`config.mk`:
```
export PLATFORM = sky130hd
export DESIGN_NAME = dmwrite
export DESIGN_NICKNAME = d
export VERILOG_FILES = /design/src/rtl/mem_pkg.sv /design/src/rtl/storefmt.sv /design/src/rtl/dmwrite.sv
export SDC_FILE = /design/constraint.sdc
export NUM_CORES = 1
export LEC_CHECK = 0
export ABC_CLOCK_PERIOD_IN_PS = 5000
export CAP_MARGIN = 20
export CORE_UTILIZATION = 50
export DETAILED_ROUTE_END_ITERATION = 16
export PLACE_DENSITY = 0.89
export SLEW_MARGIN = 10
export SYNTH_ARGS = -nofsm -noshare
export SYNTH_HDL_FRONTEND = slang
export SYNTH_HIERARCHICAL = 1
export SYNTH_SLANG_ARGS = --single-unit
```
`constraint.sdc`:
```
create_clock -name clk -period 5 [get_ports clk]
set_clock_uncertainty 0.15 [all_clocks]
set_input_delay 0.75 -clock clk [delete_from_list [all_inputs] [get_ports clk]]
set_output_delay 0.75 -clock clk [all_outputs]
set_load 0.1 [all_outputs]
```
`src/rtl/mem_pkg.sv`:
```
// Shared memory-stage definitions: store/load op encodings
// and the store-buffer entry layout.
package mem_pkg;

   typedef enum logic [1:0] {
      ST_NONE = 2'b00,
      ST_SB   = 2'b01,
      ST_SH   = 2'b10,
      ST_SW   = 2'b11
   } st_op_t;

   typedef enum logic [2:0] {
      LD_NONE = 3'b000,
      LD_LB   = 3'b001,
      LD_LBU  = 3'b010,
      LD_LH   = 3'b011,
      LD_LHU  = 3'b100,
      LD_LW   = 3'b101
   } ld_op_t;

   typedef struct packed {
      logic [31:0] addr;
      logic [3:0]  wen;
      logic [31:0] wdata;
   } st_entry_t;

endpackage

```
`src/rtl/storefmt.sv`:
```
// Store formatter: alignment check, lane replication and
// byte-enable generation for SB/SH/SW.
module storefmt
   import mem_pkg::*;
(
   input  logic [1:0]  st_op,
   input  logic [31:0] st_addr,
   input  logic [31:0] st_data,
   output logic [31:0] addr,
   output logic [3:0]  wen,
   output logic [31:0] wdata,
   output logic        misaligned
);

   always_comb begin
      addr       = {st_addr[31:2], 2'b00};
      wen        = 4'b0000;
      wdata      = 32'h0;
      misaligned = 1'b0;
      unique case (st_op)
         ST_SB: begin
            wdata = {4{st_data[7:0]}};
            wen   = 4'b0001 << st_addr[1:0];
         end
         ST_SH: begin
            wdata      = {2{st_data[15:0]}};
            wen        = st_addr[1] ? 4'b1100 : 4'b0011;
            misaligned = st_addr[0];
         end
         ST_SW: begin
            wdata      = st_data;
            wen        = 4'b1111;
            misaligned = |st_addr[1:0];
         end
         ST_NONE: begin
         end
      endcase
   end

endmodule

```
`src/rtl/dmwrite.sv`:
```
// In-order store buffer between the MEM stage and the
// data-memory write port, drained under req/gnt.
module dmwrite
   import mem_pkg::*;
#(
   parameter int DEPTH = 2
)(
   input  logic        clk,
   input  logic        rst,
   input  logic        st_valid,
   input  logic [1:0]  st_op,
   input  logic [31:0] st_addr,
   input  logic [31:0] st_data,
   output logic        st_ready,
   output logic        st_ades,
   output logic        buf_empty,
   output logic        p_data_req,
   output logic [31:0] p_data_addr,
   output logic [3:0]  p_data_wen,
   output logic [31:0] p_data_wdata,
   input  logic        p_data_gnt
);

   localparam int AW = $clog2(DEPTH);
   localparam int CW = AW + 1;

   st_entry_t       mem_q [DEPTH];
   logic [AW-1:0]   head;
   logic [AW-1:0]   tail;
   logic [CW-1:0]   count;

   logic [31:0]     f_addr;
   logic [3:0]      f_wen;
   logic [31:0]     f_wdata;
   logic            f_mis;
   logic            push;
   logic            pop;
   st_entry_t       head_ent;

   storefmt u_fmt (
      .st_op      (st_op),
      .st_addr    (st_addr),
      .st_data    (st_data),
      .addr       (f_addr),
      .wen        (f_wen),
      .wdata      (f_wdata),
      .misaligned (f_mis)
   );

   assign buf_empty  = (count == '0);
   assign st_ready   = (count != CW'(DEPTH));
   assign st_ades    = st_valid && f_mis;
   assign push       = st_valid && (st_op != ST_NONE)
                       && st_ready && !f_mis;
   assign p_data_req = !buf_empty;
   assign pop        = p_data_req && p_data_gnt;

   // Head fields are masked so the port reads zero when idle.
   assign head_ent     = buf_empty ? '0 : mem_q[head];
   assign p_data_addr  = head_ent.addr;
   assign p_data_wen   = head_ent.wen;
   assign p_data_wdata = head_ent.wdata;

   always_ff @(posedge clk) begin
      if (push) begin
         mem_q[tail] <= '{addr: f_addr, wen: f_wen, wdata: f_wdata};
      end
   end

   always_ff @(posedge clk or posedge rst) begin
      if (rst) begin
         head  <= '0;
         tail  <= '0;
         count <= '0;
      end else begin
         if (push) tail <= tail + 1'b1;
         if (pop)  head <= head + 1'b1;
         count <= count + CW'(push) - CW'(pop);
      end
   end

endmodule

```
[Word level (Yosys, flattened, before mapping)]
Memory sizes are Yosys's and may differ from the RTL's.
Index checks and enable logic that the tools add are counted.
Cells by class
  multiplexer cells: 7
  $add $sub $neg: 4
  equal/unequal tests: 4
  shift operators: 1
  reduce and logical (&&, ||, !) cells: 10
Operators by type and width (count)
  32-bit case mux with 3 select lines: 1
  68-bit two-way mux: 1
  4-bit case mux with 3 select lines: 1
  1-bit logical AND: 5
  2-bit == test, second input constant: 2
  4-bit two-way mux: 1
  1-bit by 2-bit left shift with 4-bit output, first input constant: 1
  1-bit adder, second input constant: 2
  2-bit by 1-bit adder with 2-bit output: 1
  2-bit by 1-bit == test with 1-bit output, second input constant: 1
  1-bit zero test: 2
  2-bit zero test: 1
  1-bit two-way mux: 2
  2-bit != test, second input constant: 1
  1-bit case mux with 2 select lines: 1
  2-bit nonzero test: 1
  2-bit OR reduction: 1
  2-bit by 1-bit subtractor with 2-bit output: 1
Storage, ports and cells
  memory bits (writable): 132
  memories: 1
  flip-flop bits (word level): 4
Memories
  mem_q: depth 2, width 66, read ports 1, clocked after Yosys merged registers in 0, write ports 1, RTL line dmwrite.sv:27  | st_entry_t mem_q [DEPTH];

[Depth between registers and ports, before layout]
  word-level depth: 6
  mapped depth: 11

[Hierarchy]
The synthesis kept the hierarchy.
By module, submodules not included
  dmwrite: cells an instance 309, area an instance 5361.4 um2, instances 1, sequential area each 4184.0 um2
  storefmt: cells an instance 124, area an instance 842.1 um2, instances 1, sequential area each 0.0 um2

[Worst setup path before layout]
OpenSTA, ideal clock, no wires.
  path kind: flip-flop to flip-flop
  start point: reg count[0]
  end point: mem mem_q[0][0] (netlist bit), enable pin
  path buffers: 0
  stages on the path, launching flop included: 4
  arrival time: 4.491 ns
  required time: 4.355 ns
  period minus slack after synthesis: 5.136 ns
  setup time: 0.495 ns
  setup slack: -0.136 ns
  path through: dfrtp_1 -> nand2b_1 -> o2111ai_1 -> nor2_1
On the way
  cells in the longest elaborated chain, start to end: 5
RTL lines
  start: declaration: RTL line dmwrite.sv:30  | logic [CW-1:0] count;
  start signal: assignment: RTL line dmwrite.sv:78  | count <= count + CW'(push) - CW'(pop);
  2-bit != test: RTL line dmwrite.sv:51  | assign st_ready = (count != CW'(DEPTH));
  net st_ready: RTL line dmwrite.sv:14  | output logic st_ready,
  1-bit logical AND (2 in series): RTL line dmwrite.sv:54  | && st_ready && !f_mis;
  1-bit two-way mux: RTL line dmwrite.sv:65  | if (push) begin
  1-bit two-way mux (not written as such): RTL line dmwrite.sv:66  | mem_q[tail] <= '{addr: f_addr, wen: f_wen, wdata: f_wdata};
  end: declaration: RTL line dmwrite.sv:27
The timed path passes the listed nets, and every way through them passes these cells.

[Worst setup path in the final report]
  start point: reg count[1]
  end point: out p_data_addr[11]
On the way
  cells in the longest elaborated chain, start to end: 2
RTL lines
  2-bit zero test: RTL line dmwrite.sv:50  | assign buf_empty = (count == '0);
  68-bit two-way mux: RTL line dmwrite.sv:59  | assign head_ent = buf_empty ? '0 : mem_q[head];
  end: declaration: RTL line dmwrite.sv:18  | output logic [31:0] p_data_addr,
Every way passes these cells.

==> results.md <==
- The flow ran to the end, and the final reports show no timing, DRC or antenna violations.
- The number of hold violations in the final report is 0.
- STA classifies the critical path endpoint as an output pin.
- CTS built an H-tree with a depth of 4.
- The data required time at the worst endpoint is 4.10 ns.
- The die is 113 microns tall.
- The die is 113 microns wide.
- The routed design has 12.0 mm of wire.
- The synthesis warning total is 6.
- The cell class contributing the biggest share of worst-path delay is buffers and inverters.
- After detailed placement, the design holds a cell count of 692.
- The number of global-route vias before repair is 3,744.
- The clock sink total is 140.
- The count of cell types in the netlist is 29.
- The first-pass GRT wire length is 18.6 mm.
- The die area is 12,900 sq um.
- Compared with the post-synthesis result, the final layout area differs by 29.1%.
- Row generation in the floorplan step produced 40 rows.
- The kind of start point of the critical path is a register.
- The worst setup path is of the reg -> out kind.
- In the routed design, unresolved DRC markers number 0.
- The number of nets in the layout is 615.
- The gate count of the mapped netlist is 433.
- The combined global-route utilization of all metal layers is 19.6%.
- Max-cap violations in this run came to 0.
- The count of endpoints failing setup in the final report is 0.
- Once layout is complete, the cells apart from fillers number 724.
- Of the cells placed in the final design, the portion with a size suffix greater than 1 is 7.73%.
- After detailed routing, the number of vias per cell comes to 5.17.
- The first-pass detailed-route iteration total is 4.
- The relative slew slack is 33.0%.
- The tree is rooted in a sky130_fd_sc_hd__clkbuf_16.
- The I/O pin total is 142.
- The share of the Yosys chip area taken by registers is 67.4%.
- The setup fix buffers added after clock tree synthesis is 0.
- The maximum achievable frequency is 248 MHz.
- Among all stages on the critical path, the largest delay is contributed by sky130_fd_sc_hd__clkdlybuf4s50_1.
- Measured in cells, the most critical reg-to-reg path has a length of 4.
- The core area is 12,100 sq um.
- The number of antenna violations at the first check in global routing was 0.
- Walking the worst path, the cells encountered are or2_4 > inv_2 > buf_4 > nor2_1 > clkdlybuf4s50_1.
- The number of buffer and inverter instances along the worst setup path is 3.
- The final count of pins violating max slew is 0.
- The detailed router's first-iteration violation count is 188.
- The count of instances resized after the clock tree is built is 0.
- The number of hold buffers added after cts is 0.
- In this run, synthesis produced a sequential element count of 140.
- After detailed routing, the average wire length per cell comes to 16.5 microns.
- Of all nets on the critical path, the largest fanout is 51.
- The most common flop cell mapped by yosys is sky130_fd_sc_hd__edfxtp_1.
- Once placement finished, the instance area stood at 7480 sq um.
- The final worst-path cycle share is 80.8%.
- The TritonCTS clock tree is yes.
- The number of nets with antenna violations after routing is 0.
- The depth of the critical timing path with buffers and inverters included is 5.
- The detailed-placement wirelength estimate is 8.10 mm.
- The diode insertion count for antenna repair is 0.
- The number of buffers added by the clock tree synthesis step is 17.
- A synthesized cell averages 14.3 sq um.
- The clock insertion delay at the later pin of the skew report is 0.39 ns.
- After clock tree synthesis, the clock-pin slew on the worst setup and hold paths is 0.06 ns.
- In the synthesized netlist the async set-or-reset flop fraction comes to 2.86%.
- The maximum buffer depth of the clock tree is 2.
- The hold path depth is 1.
- Yosys mapped a number of flops with a built-in enable equal to 136.
- The port buffer count is 141.
- Detailed routing inserted a total of 3,741 vias.
- The path class of the tightest hold or removal check is reg -> reg.
- The aggregate global routing overflow is 0.
- Entering global routing, the biggest net connects 52 pins.
- Cells fill 66.4% of the core in the end.
- In this design, the stage delay of the slowest critical-path cell is 0.97 ns.
- Setup repair after global routing left no endpoint under its margin.
- The data arrival time of the worst path is 3.14 ns.
- Routability-driven placement finished with a final weighted congestion of 0.808.
- The area of all placed cells without fillers is 8010 sq um.
- For this configuration, the core starts out at a cell density of 51.4%.
- The actual transition at the worst max-transition pin is 1.00 ns.
- The combined area of all synthesized cells is 6200 sq um.
- The time the worst path needs with I/O delays and setup is 4.04 ns.
[worst reg2reg max path, delay by kind of cell, from the launching register on]
family                 cells  cell delay (ns)
AOI/OAI and AO/OA          1             0.41
buffers and inverters      1             0.36
DFF                        1             0.41
and+or+nand+nor            2             0.90
[stage by stage]
stage | hold slack [ns] | setup TNS, ns | worst slack [ns]
finish | 0.364 | 0 | 0.962
global route | 0.394 | 0 | 0.785
CTS | 0.360 | 0 | 0.938
detailed placement | 0.347 | 0 | 1.38
global placement | 0.333 | 0 | 1.43
floorplan | 0.318 | -18.43 | -0.136
[registers in the layout (all words and copies together) (netlist names)]
| name | count |
|---|---|
| mem_q | 136 |
| tail | 1 |
| count | 2 |
| head | 1 |
[cells in the mapped netlist, types with 2 or more instances]
library cell               number  area share (%)
sky130_fd_sc_hd__nand3_1        7            0.56
sky130_fd_sc_hd__nor2b_1        6            0.61
sky130_fd_sc_hd__a22o_1         8             1.1
sky130_fd_sc_hd__nand2_1       11            0.67
sky130_fd_sc_hd__nor2_1        72             4.4
sky130_fd_sc_hd__buf_4         38             4.6
sky130_fd_sc_hd__edfxtp_1     136              66
sky130_fd_sc_hd__o21ai_0       19             1.5
sky130_fd_sc_hd__buf_6          7             1.3
sky130_fd_sc_hd__mux2i_1       84              14
sky130_fd_sc_hd__a21oi_1        6            0.48
sky130_fd_sc_hd__and2_1         2            0.20
sky130_fd_sc_hd__and2b_1        3            0.36
sky130_fd_sc_hd__dfrtp_1        4             1.6
sky130_fd_sc_hd__inv_1          6            0.36
sky130_fd_sc_hd__xnor2_1        3            0.42
sky130_fd_sc_hd__inv_2          2            0.12
sky130_fd_sc_hd__ha_1           2            0.40
sky130_fd_sc_hd__buf_2          7            0.56
[metal layers]
layer	vias to the layer above	track usage (%)	routed length, microns
li1	1758	-	-
met5	-	0	0
met4	0	6.05	81
met2	184	34.9	6320
met3	11	4.84	817
met1	1788	23.6	4760
[cell families (layout without fill, tap and decap cells)]
| group | after synthesis | in the layout | synth area share [%] |
|---|---|---|---|
| AO/OA/AOI/OAI | 34 | 34 | 3.29 |
| AND/OR/NAND/NOR | 105 | 105 | 7.32 |
| flip-flops | 140 | 140 | 67.4 |
| multiplexers | 84 | 84 | 13.6 |
| XOR/XNOR | 4 | 4 | 0.565 |
| adder cells (fa/ha/maj) | 2 | 2 | 0.403 |
| other | 1 | 2 | 0.0605 |
| buffers and inverters | 63 | 185 | 7.36 |
[area by class of cell]
class	instances	area, sq um
tap	168	210
clock buffer	19	433
multi-input combinational	231	1580
fill	857	4050
sequential	140	4190
timing repair buffer	145	1470
clock inverter	13	95.1
inverter	8	30.0
[cell usage in the layout (no fill, tap or decap), types with 3 or more instances in the layout]
cell type	n
sky130_fd_sc_hd__inv_6	3
sky130_fd_sc_hd__inv_1	6
sky130_fd_sc_hd__nor2_4	3
sky130_fd_sc_hd__clkinvlp_4	5
sky130_fd_sc_hd__xnor2_1	3
sky130_fd_sc_hd__and2b_1	3
sky130_fd_sc_hd__a22o_1	8
sky130_fd_sc_hd__clkbuf_16	17
sky130_fd_sc_hd__a21oi_1	6
sky130_fd_sc_hd__nor2_1	70
sky130_fd_sc_hd__clkdlybuf4s50_1	139
sky130_fd_sc_hd__nor2b_1	6
sky130_fd_sc_hd__dfrtp_1	3
sky130_fd_sc_hd__nand2_1	11
sky130_fd_sc_hd__buf_12	3
sky130_fd_sc_hd__nand3_1	7
sky130_fd_sc_hd__edfxtp_1	136
sky130_fd_sc_hd__o21ai_0	19
sky130_fd_sc_hd__mux2i_1	84
[final timing paths]
path,endpoint,slack (ns),start
hold reg to reg,count[1],0.36,count[1]
min in group asynchronous,count[0],0.40,rst
hold / removal,count[1],0.36,count[1]
setup reg to reg,mem_q[0][14],2.43,count[1]
max in group asynchronous,head,4.11,rst
setup / recovery,p_data_addr[11],0.96,count[1]
Power is not shown: default switching activity piles up to over one toggle a cycle in this logic, so the estimate is an artifact.
